--- config.mk ---
export PLATFORM = sky130hd
export DESIGN_NAME = usr_load_sequencer_flat
export DESIGN_NICKNAME = d
export VERILOG_FILES = /design/src/rtl/usr_load_sequencer_pkg.sv /design/src/rtl/usr_load_sequencer_if.sv /design/src/rtl/usr_bit_counter.sv /design/src/rtl/usr_load_sequencer.sv /design/src/flat_wrapper.sv
export SDC_FILE = /design/constraint.sdc
export NUM_CORES = 1
export LEC_CHECK = 0
export ABC_AREA = 1
export BUFFER_PORTS_ARGS = -buffer_cell sky130_fd_sc_hd__buf_2
export CAP_MARGIN = 0
export CORE_ASPECT_RATIO = 0.8
export CORE_MARGIN = 5
export CORE_UTILIZATION = 49
export DETAILED_ROUTE_END_ITERATION = 10
export PLACE_DENSITY = 0.76
export RECOVER_POWER = 50
export SLEW_MARGIN = 15
export SYNTH_ARGS = -nofsm -noshare
export SYNTH_HDL_FRONTEND = slang
export SYNTH_SLANG_ARGS = --single-unit
--- constraint.sdc ---
create_clock -name clk -period 1.4 [get_ports clk]
set_input_delay 0 -clock clk [delete_from_list [all_inputs] [get_ports clk]]
set_output_delay 0 -clock clk [all_outputs]
set_load 0.005 [all_outputs]
--- src/rtl/usr_load_sequencer_pkg.sv ---
// Shared definitions for the universal shift register loader: mode encodings
// driven onto the register and the sequencer FSM state encodings.
package usr_load_sequencer_pkg;

  typedef logic [1:0] usr_mode_t;

  localparam usr_mode_t USR_MODE_SL   = 2'b00;
  localparam usr_mode_t USR_MODE_SR   = 2'b01;
  localparam usr_mode_t USR_MODE_LD   = 2'b10;
  localparam usr_mode_t USR_MODE_HOLD = 2'b11;

  localparam logic [1:0] ST_IDLE  = 2'd0;
  localparam logic [1:0] ST_SHIFT = 2'd1;
  localparam logic [1:0] ST_DONE  = 2'd2;
  localparam logic [1:0] ST_GAP   = 2'd3;

  localparam int unsigned GAP_CNT_W = 4;

endpackage

--- src/rtl/usr_load_sequencer_if.sv ---
// Host/register-side bundle of the load sequencer.
//   master : host side (drives word_in, word_valid, dir; observes the rest)
//   slave  : sequencer side
// Signals: word_in[WIDTH], word_valid, word_ready, dir, mode[2], data_in,
//          busy, done, and shadow_out[WIDTH] when USR_SEQ_SHADOW_EN is defined.
interface usr_load_sequencer_if #(
  parameter int unsigned WIDTH = 4
);
  import usr_load_sequencer_pkg::*;

  logic [WIDTH-1:0] word_in;
  logic             word_valid;
  logic             word_ready;
  logic             dir;
  usr_mode_t        mode;
  logic             data_in;
  logic             busy;
  logic             done;
`ifdef USR_SEQ_SHADOW_EN
  logic [WIDTH-1:0] shadow_out;

  modport master (output word_in, word_valid, dir,
                  input  word_ready, mode, data_in, busy, done, shadow_out);
  modport slave  (input  word_in, word_valid, dir,
                  output word_ready, mode, data_in, busy, done, shadow_out);
`else
  modport master (output word_in, word_valid, dir,
                  input  word_ready, mode, data_in, busy, done);
  modport slave  (input  word_in, word_valid, dir,
                  output word_ready, mode, data_in, busy, done);
`endif

endinterface

--- src/rtl/usr_bit_counter.sv ---
// Bit index counter for the SHIFT phase.
//   clk, reset (async active-low), clear, enable : inputs
//   count : registered index, wraps to 0 when enabled at terminal count
//   tc_c  : combinational terminal-count flag (count == WIDTH-1)
module usr_bit_counter #(
  parameter int unsigned WIDTH = 4,
  localparam int unsigned CNT_W = (WIDTH > 1) ? $clog2(WIDTH) : 1
) (
  input  logic             clk,
  input  logic             reset,
  input  logic             clear,
  input  logic             enable,
  output logic [CNT_W-1:0] count,
  output logic             tc_c
);

  assign tc_c = (count == CNT_W'(WIDTH - 1));

  always_ff @(posedge clk or negedge reset) begin
    if (!reset)                  count <= '0;
    else if (clear)              count <= '0;
    else if (enable && tc_c)     count <= '0;
    else if (enable)             count <= count + CNT_W'(1);
  end

endmodule

--- src/rtl/usr_load_sequencer.sv ---
// Serialises a parallel word into a universal shift register: one bit per clk
// on data_in with mode set to shift-left (MSB first) or shift-right (LSB first),
// then a one-cycle done pulse with the register parked in hold, then GAP idle
// cycles before the next word is accepted.
//   clk, reset (async active-low) : plain ports
//   bus (usr_load_sequencer_if.slave) : word handshake, dir, mode, data_in,
//       busy, done; all outputs registered.
// Optional: USR_SEQ_SHADOW_EN adds bus.shadow_out mirroring the target content.
module usr_load_sequencer
  import usr_load_sequencer_pkg::*;
#(
  parameter int unsigned WIDTH = 4,
  parameter int unsigned GAP   = 1
) (
  input  logic                 clk,
  input  logic                 reset,
  usr_load_sequencer_if.slave  bus
);

  localparam int unsigned CNT_W = (WIDTH > 1) ? $clog2(WIDTH) : 1;
  localparam logic [GAP_CNT_W-1:0] GAP_LAST = GAP_CNT_W'((GAP == 0) ? 0 : GAP - 1);

  logic [1:0]           state_q, state_d;
  logic [WIDTH-1:0]     word_q, word_d;
  logic                 dir_q, dir_d;
  logic [GAP_CNT_W-1:0] gap_q, gap_d;
  usr_mode_t            mode_q, mode_d;
  logic                 data_in_q, data_in_d;
  logic                 ready_q, ready_d;
  logic                 busy_q, busy_d;
  logic                 done_q, done_d;

  logic [CNT_W-1:0]     cnt;
  logic                 cnt_tc_c;
  logic                 cnt_clear_c;
  logic                 cnt_en_c;
  logic [CNT_W-1:0]     idx_c;
  logic [CNT_W-1:0]     bit_sel_c;

  usr_bit_counter #(.WIDTH(WIDTH)) u_bit_counter (
    .clk    (clk),
    .reset  (reset),
    .clear  (cnt_clear_c),
    .enable (cnt_en_c),
    .count  (cnt),
    .tc_c   (cnt_tc_c)
  );

  // State register plus the captured word/dir and registered outputs
  always_ff @(posedge clk or negedge reset) begin
    if (!reset) begin
      state_q   <= ST_IDLE;
      word_q    <= '0;
      dir_q     <= 1'b0;
      gap_q     <= '0;
      mode_q    <= USR_MODE_HOLD;
      data_in_q <= 1'b0;
      ready_q   <= 1'b0;
      busy_q    <= 1'b0;
      done_q    <= 1'b0;
    end else begin
      state_q   <= state_d;
      word_q    <= word_d;
      dir_q     <= dir_d;
      gap_q     <= gap_d;
      mode_q    <= mode_d;
      data_in_q <= data_in_d;
      ready_q   <= ready_d;
      busy_q    <= busy_d;
      done_q    <= done_d;
    end
  end

  // Next state; outputs are derived from the next state so they are registered
  // alongside it and line up with the state they describe.
  always_comb begin
    state_d     = state_q;
    word_d      = word_q;
    dir_d       = dir_q;
    gap_d       = gap_q;
    cnt_clear_c = 1'b0;
    cnt_en_c    = 1'b0;
    mode_d      = USR_MODE_HOLD;
    data_in_d   = 1'b0;
    ready_d     = 1'b0;
    busy_d      = 1'b0;
    done_d      = 1'b0;

    case (state_q)
      ST_IDLE: begin
        if (bus.word_valid && ready_q) begin
          state_d     = ST_SHIFT;
          word_d      = bus.word_in;
          dir_d       = bus.dir;
          cnt_clear_c = 1'b1;
        end
      end
      ST_SHIFT: begin
        cnt_en_c = 1'b1;
        if (cnt_tc_c) state_d = ST_DONE;
      end
      ST_DONE: begin
        gap_d   = '0;
        state_d = (GAP == 0) ? ST_IDLE : ST_GAP;
      end
      ST_GAP: begin
        gap_d = gap_q + GAP_CNT_W'(1);
        if (gap_q == GAP_LAST) state_d = ST_IDLE;
      end
      default: state_d = ST_IDLE;
    endcase

    // Index of the bit presented in the next cycle (0 on the cycle after accept)
    idx_c     = (state_q == ST_SHIFT) ? cnt + CNT_W'(1) : '0;
    bit_sel_c = dir_d ? idx_c : CNT_W'(WIDTH - 1) - idx_c;

    case (state_d)
      ST_IDLE:  ready_d = 1'b1;
      ST_SHIFT: begin
        mode_d    = dir_d ? USR_MODE_SR : USR_MODE_SL;
        data_in_d = word_d[bit_sel_c];
        busy_d    = 1'b1;
      end
      ST_DONE: begin
        done_d = 1'b1;
        busy_d = 1'b1;
      end
      default: ;
    endcase
  end

  assign bus.word_ready = ready_q;
  assign bus.mode       = mode_q;
  assign bus.data_in    = data_in_q;
  assign bus.busy       = busy_q;
  assign bus.done       = done_q;

`ifdef USR_SEQ_SHADOW_EN
  logic [WIDTH-1:0] shadow_q, shadow_d;

  // Tracks the target: shifts in the bit the target captures on each SHIFT edge
  always_comb begin
    shadow_d = shadow_q;
    if (state_q == ST_SHIFT) begin
      shadow_d = dir_q ? {data_in_q, shadow_q[WIDTH-1:1]}
                       : {shadow_q[WIDTH-2:0], data_in_q};
    end
  end

  always_ff @(posedge clk or negedge reset) begin
    if (!reset) shadow_q <= '0;
    else        shadow_q <= shadow_d;
  end

  assign bus.shadow_out = shadow_q;
`endif

endmodule

--- src/flat_wrapper.sv ---
// flat-port wrapper written by rule: the top's interface ports become plain ports
module usr_load_sequencer_flat import usr_load_sequencer_pkg::*;
#(
  parameter int unsigned WIDTH = 4,
  parameter int unsigned GAP   = 1
)
  (clk, reset, bus_word_in, bus_word_valid, bus_dir, bus_word_ready, bus_mode, bus_data_in, bus_busy, bus_done);
  usr_load_sequencer_if #(.WIDTH(WIDTH)) bus_i ();
  input  logic clk;
  input  logic reset;
  input wire logic [$bits(bus_i.word_in)-1:0] bus_word_in;
  input wire logic [$bits(bus_i.word_valid)-1:0] bus_word_valid;
  input wire logic [$bits(bus_i.dir)-1:0] bus_dir;
  output wire logic [$bits(bus_i.word_ready)-1:0] bus_word_ready;
  output wire logic [$bits(bus_i.mode)-1:0] bus_mode;
  output wire logic [$bits(bus_i.data_in)-1:0] bus_data_in;
  output wire logic [$bits(bus_i.busy)-1:0] bus_busy;
  output wire logic [$bits(bus_i.done)-1:0] bus_done;
  assign bus_i.word_in = bus_word_in;
  assign bus_i.word_valid = bus_word_valid;
  assign bus_i.dir = bus_dir;
  assign bus_word_ready = bus_i.word_ready;
  assign bus_mode = bus_i.mode;
  assign bus_data_in = bus_i.data_in;
  assign bus_busy = bus_i.busy;
  assign bus_done = bus_i.done;
  usr_load_sequencer #(.WIDTH(WIDTH), .GAP(GAP)) u_core (.clk(clk), .reset(reset), .bus(bus_i));
endmodule
==> out/summary.txt, run 1 <==
Final Core Density - 71.4%
Class of the worst hold path - primary input to flip-flop
Initial Util - 52.5%
CTS Buf Count - 3
Mean Syn Cell Area - 9.37 sq um
Crit path cell chain - inv_2 -> ha_4 -> nand3_4 -> nor2_4 -> buf_6 -> a21oi_4 -> inv_2 -> ha_4 -> inv_2
Net Sw Frac - 42.3%
Detailed-placement wirelength estimate - 1500 microns
H-tree Lvls - 1
Logic gate share of total power - 60.8%
Final TNS setup - 0 ns
Largest stage delay, worst path - 0.37 ns
Psw - 0.00134 W
Multi-input logic area - 522 sq um
Fin Hold WS - 0.0947 ns
Die H - 50.7 microns
Share of layout cells above drive strength 1 - 44.7%
Worst Path Arrival - 1.60 ns
CTS tree - yes
Worst R2R Path Depth - 9
VDD IR max - 1660 uV
MaxCap Viol Count - 0
CTS clk-pin slew, worst paths - 0.10 ns
Fill count - 155
Die width - 60.8 microns
Final Hold Viols - 0
CP Class - flip-flop to flip-flop
Placement-stage cell area - 1190 sq um
Critical path fanouts, max - 2
Grt ovf - 0
Synth unique cells - 21
Synthesized flop and latch total - 19
Status - finished clean
CP delay by family, top - adder cells
TritonRoute pass-1 iters - 4
Via density - 4.96
Ys Warns - 0
CP Buf/Inv Count - 4
Core Box Area - 1930 sq um
Worst path required time - 1.62 ns
CTS root buf - clkbuf_4
WL final - 2070 microns
Antenna diodes - 0
Initial antenna violation count - 0
Beginning of the worst hold path - bus_dir
Final Max Slew Viols - 0
Fin area - 1380 sq um
Clock skew - 0.00851 ns
Pwr/cell area - 2310 nW/um^2
Die area - 3080 sq um
Final setup vio count - 0
Worst R2R Setup Slack - 0.01 ns
Leak pwr - 0.704 nW
Worst Setup End Kind - flip-flop
Area growth syn-to-layout - 36.0%
Wire length per cell - 12.5 microns
Clock share of power - 8.5%
RSZ-0062 raised after global routing - true
Cells after Synth - 108
Max Clk Rate - 721 MHz
Initial DRC count - 23
Post-route DRC - 0
Number of global-route vias before repair - 836
Sequential element share of the synthesized area - 47.2%
Global-route wire length before repair - 3640 microns
Max-slew headroom - 34.4%
Clock Path Buffers - 2
Slew @ Worst Pin - 0.984 ns
Port Buffers - 13
Clk sinks - 19
Final ANT Viol Nets - 0
Reg-to-Reg End - u_core.bus.busy
Min cycle time layout - 1.39 ns
Row count - 14
Crit share post-route - 99.1%
Crit-path slowest cell - dfrtp_1
Largest net degree at the start of global routing - 20
Clock latency on the worst-skew pair - 0.30 ns
Ports - 14
Final Wtd Congestion - 0.968
RR Startpoint - u_core.gap_q[0]
Critical Path Source Type - flip-flop
Routed via count - 818
GRT Util Overall - 15.8%
Worst hold endpoint - u_core.dir_q
Most used cell along the critical path - inv_2
Net Count, Synth - 122
WHS Path Cells - 4
Sequential Power Share - 30.7%
Register Area - 479 sq um
P_int - 0.00183 W
Nets - 156
Mapped Area - 1010 sq um
==> sequential cells by signal, indices dropped and copies added, names as in the netlist <==
signal and count:
u_core.bus.data_in 1, u_core.bus.word_ready 1, u_core.gap_q 4, u_core.bus.done 1, u_core.word_q 4, u_core.u_bit_counter.count 2, u_core.dir_q 1, u_core.bus.busy 1
u_core.bus.mode 2, u_core.state_q 2
==> power by group through the flow <==
stage               registers (W)  logic (W)  clock network (W)
floorplan                0.000945    0.00104                  0
global placement         0.000969    0.00152                  0
detailed placement       0.000968    0.00159                  0
CTS                      0.000967    0.00181           0.000274
global route              0.00101    0.00216           0.000311
finish                   0.000973    0.00193           0.000270
==> layout by cell type (no fill, tap or decap), types with 3 or more instances in the layout <==
cell,netlist,final
o22ai_1,4,4
dfrtp_1,17,16
inv_1,16,11
buf_2,0,11
dlygate4sd3_1,0,5
inv_2,0,5
nand4_1,3,3
nand3_2,3,3
nand2_1,20,18
clkbuf_4,0,3
nand2_2,6,7
a21oi_1,6,4
ha_4,0,3
nand3_1,9,8
nand2_4,2,3
nor2_1,4,3
nor2_4,2,3
buf_4,0,9
==> worst max path at each step <==
| stage | startpoint | end | slack (ns) | depth (start not counted) |
|---|---|---|---|---|
| floorplan | u_core.gap_q[0] | u_core.bus.data_in | 0.02 | 9 |
| global placement | u_core.gap_q[0] | u_core.bus.data_in | -0.03 | 9 |
| detailed placement | u_core.gap_q[0] | u_core.bus.data_in | -0.03 | 10 |
| CTS | u_core.gap_q[1] | u_core.bus.busy | 0.0001 | 9 |
| global route | u_core.gap_q[1] | u_core.bus.data_in | -0.08 | 10 |
| finish | u_core.gap_q[0] | u_core.bus.busy | 0.01 | 9 |
==> layout make-up <==
type	count	share of cell area, %
clock inverters	1	0.364
repair buffers	31	17.6
multi-input cells	69	37.9
flip-flops and latches	19	34.8
clock buffers	3	1.64
inverters	18	5.45
well taps	24	2.18
==> layer usage <==
metal | vias up | GRT usage (%) | wire [microns]
met1 | 375 | 21.3 | 923
met5 | - | 0 | 0
li1 | 413 | - | -
met4 | 0 | 5.05 | 32
met2 | 26 | 24.0 | 965
met3 | 4 | 5.13 | 144
==> stage by stage <==
step,power [W],setup slack (ns),std cells
finish,0.00318,0.0131,165
global route,0.00348,-0.0828,165
CTS,0.00305,0.0000955,164
detailed placement,0.00255,-0.0349,154
global placement,0.00249,-0.0253,154
floorplan,0.00198,0.0232,108
==> cells by family (layout without fill, tap and decap cells) <==
| logic type | Yosys count | count (layout) | share of synthesized area (%) |
|---|---|---|---|
| AND/OR/NAND/NOR | 51 | 51 | 28.9 |
| AO/OA/AOI/OAI | 12 | 12 | 6.80 |
| adder cells (fa/ha/maj) | 6 | 6 | 7.42 |
| flip-flops | 19 | 19 | 47.2 |
| buffers and inverters | 20 | 53 | 9.64 |
==> worst reg2reg max path, delay by kind of cell (launching register included) <==
family / cells / cell delay, ns
fa+ha+maj: 2 / 0.42
simple gates: 2 / 0.12
flops: 1 / 0.37
buf+inv: 4 / 0.27
compound gates: 1 / 0.12
==> synthesized netlist by cell type <==
| cell | instances | area, sq um |
|---|---|---|
| nand2_2 | 6 | 37.5 |
| nor2_4 | 2 | 22.5 |
| o21ai_2 | 1 | 8.76 |
| nand2_4 | 2 | 22.5 |
| o22ai_1 | 4 | 25.0 |
| or2_0 | 1 | 6.26 |
| dfrtp_1 | 17 | 425 |
| inv_6 | 1 | 8.76 |
| nand2_1 | 20 | 75.1 |
| a21oi_1 | 6 | 30.0 |
| nor2_1 | 4 | 15.0 |
| dfstp_2 | 2 | 52.6 |
| buf_6 | 2 | 22.5 |
| nand3_1 | 9 | 45.0 |
| inv_1 | 16 | 60.1 |
| o21ai_0 | 1 | 5.00 |
| nand3_2 | 3 | 30.0 |
| nand4_1 | 3 | 18.8 |
| ha_1 | 6 | 75.1 |
| inv_4 | 1 | 6.26 |
| nor2_8 | 1 | 20.0 |
==> what timing repair did <==
item                                   4_1_cts  5_1_grt
endpoints found under the hold margin       23        0
pin swaps                                    4        4
gates resized for setup                     16        9
setup endpoints to repair                    3        6
setup buffers                                2        1
hold buffers                                 5        0
Power figures use the tool's default switching activity.
==> inputs of run 2 (changes only) <==
--- a/config.mk
+++ b/config.mk
@@ -11,6 +11,7 @@
 export CORE_ASPECT_RATIO = 0.8
 export CORE_MARGIN = 5
 export CORE_UTILIZATION = 49
+export CTS_CLUSTER_SIZE = 24
 export DETAILED_ROUTE_END_ITERATION = 10
 export PLACE_DENSITY = 0.76
 export RECOVER_POWER = 50
==> constraint.sdc (replaced) <==
create_clock -name clk -period 1.4 [get_ports clk]
set_input_delay 0.28 -clock clk [delete_from_list [all_inputs] [get_ports clk]]
set_output_delay 0.28 -clock clk [all_outputs]
set_load 0.005 [all_outputs]
==> out/summary.txt, run 2 (synthesis results as in run 1) <==
Port Buffers - 13
Crit share post-route - 99.0%
Routed via count - 800
Final std cells w/o fill - 161
Clock skew - 0.00892 ns
Pwr/cell area - 2370 nW/um^2
Final Hold Viols - 0
Clock Path Buffers - 2
Most frequent cells in the layout - nand2_1 (18), dfrtp_1 (16), buf_2 (12)
Nets - 152
Die area - 3080 sq um
Die H - 50.7 microns
Fill count - 157
Number of global-route vias before repair - 815
P_int - 0.00182 W
Max Clk Rate - 721 MHz
CTS Buf Count - 3
Placed Cells - 154
Wire length per cell - 12.6 microns
Share of layout cells above drive strength 1 - 46.7%
Slew @ Worst Pin - 0.456 ns
Placement Setup Slack - -0.0349 ns
Ports - 14
Fin Hold WS - 0.201 ns
MaxCap Viol Count - 0
Worst Setup End Kind - flip-flop
Initial antenna violation count - 0
Post-route DRC - 0
CTS root buf - clkbuf_4
RSZ-0062 raised after global routing - true
Clock share of power - 8.6%
H-tree Lvls - 1
Psw - 0.00134 W
Critical Path Source Type - flip-flop
Worst path required time - 1.62 ns
Initial Util - 52.5%
VDD IR max - 1660 uV
Die width - 60.8 microns
CP Class - flip-flop to flip-flop
Grt ovf - 0
Via density - 4.97
Area growth syn-to-layout - 31.9%
Fin worst setup slack - 0.0134 ns
Clock latency on the worst-skew pair - 0.31 ns
Final Wtd Congestion - 0.968
Core Box Area - 1930 sq um
WL final - 2030 microns
Initial DRC count - 26
Final setup vio count - 0
Final Max Slew Viols - 0
CTS tree - yes
Global-route wire length before repair - 3560 microns
Commonest non-fill, non-tap cell in the layout - nand2_1
Worst Path Arrival - 1.60 ns
Top flop regs - u_core.gap_q (4), u_core.word_q (4)
Final ANT Viol Nets - 0
CTS clk-pin slew, worst paths - 0.10 ns
GRT Util Overall - 15.5%
Clk sinks - 19
Row count - 14
Detailed-placement wirelength estimate - 1500 microns
TritonRoute pass-1 iters - 4
Min cycle time layout - 1.39 ns
Leak pwr - 0.690 nW
Class of the worst hold path - primary input to flip-flop
Critical path fanouts, max - 2
Net Sw Frac - 42.5%
Status - finished clean
Largest net degree at the start of global routing - 20
Sequential Power Share - 30.8%
Logic gate share of total power - 60.6%
Antenna diodes - 0
Max-slew headroom - 69.6%
==> run 2: cell types whose count changed in the layout (fill, tap and decap cells not counted), sizes merged <==
| cell | before | now |
|---|---|---|
| dlygate4sd3 | 5 | 1 |
==> run 2: layout make-up <==
class | count | area [sq um] | area share (%)
Multi-Input combinational cell | 69 | 522 | 39.1
Clock buffer | 3 | 22.5 | 1.69
Tap cell | 24 | 30.0 | 2.25
Sequential cell | 19 | 479 | 35.9
Clock inverter | 1 | 5.00 | 0.375
Inverter | 18 | 75.1 | 5.62
Timing Repair Buffer | 27 | 201 | 15.1
==> run 2: per-layer routing <==
metal / wire length, microns / global-route usage [%]
met1: 923 / 21.2
met2: 941 / 23.1
met3: 127 / 5.13
met4: 32 / 5.05
met5: 0 / 0
==> run 2: power groups by stage <==
stage	sequential, W	clock [W]	combinational, W
3_5_place_dp	0.000968	0	0.00159
4_1_cts	0.000967	0.000274	0.00180
6_report	0.000974	0.000272	0.00191
2_1_floorplan	0.000945	0	0.00104
5_1_grt	0.00101	0.000311	0.00214
3_3_place_gp	0.000969	0	0.00152
==> run 2: final timing paths <==
kind | from | slack [ns] | endpoint | depth (start not counted)
worst max-delay path | u_core.gap_q[0] | 0.01 | u_core.bus.busy | 9
worst min-delay path | bus_word_in[3] | 0.20 | u_core.word_q[3] | 3
worst max register to register | u_core.gap_q[0] | 0.01 | u_core.bus.busy | 9
worst min register to register | u_core.word_q[3] | 0.49 | u_core.word_q[3] | 2
max in group asynchronous | reset | 0.62 | u_core.bus.mode[0] | 2
min in group asynchronous | reset | 0.44 | u_core.bus.done | 2
==> run 2: what timing repair did <==
item,CTS,global route
resized for setup,16,9
endpoints found under the hold margin,17,0
setup buffers,2,1
hold buffers,1,0
pin swaps,4,4
gates cloned,0,0
setup endpoints to repair,3,6
==> run 2: worst max-delay path, stage by stage (launching register included) <==
cell     delay [ns]
dfrtp_1        0.37
inv_2          0.06
ha_4           0.15
nand3_4        0.08
nor2_4         0.04
buf_6          0.12
a21oi_4        0.12
inv_2          0.07
ha_4           0.26
inv_2          0.02
==> run 2: metrics by stage <==
stage                     setup TNS (ns)  total power (W)  area [sq um]  util [%]
after global routing              -0.235          0.00346          1340      69.3
after CTS                              0          0.00304          1290      66.9
after floorplan                        0          0.00198          1010         -
after detailed placement         -0.0367          0.00255          1190      61.9
final                                  0          0.00316          1340      69.3
after global placement           -0.0253          0.00249          1190      61.9
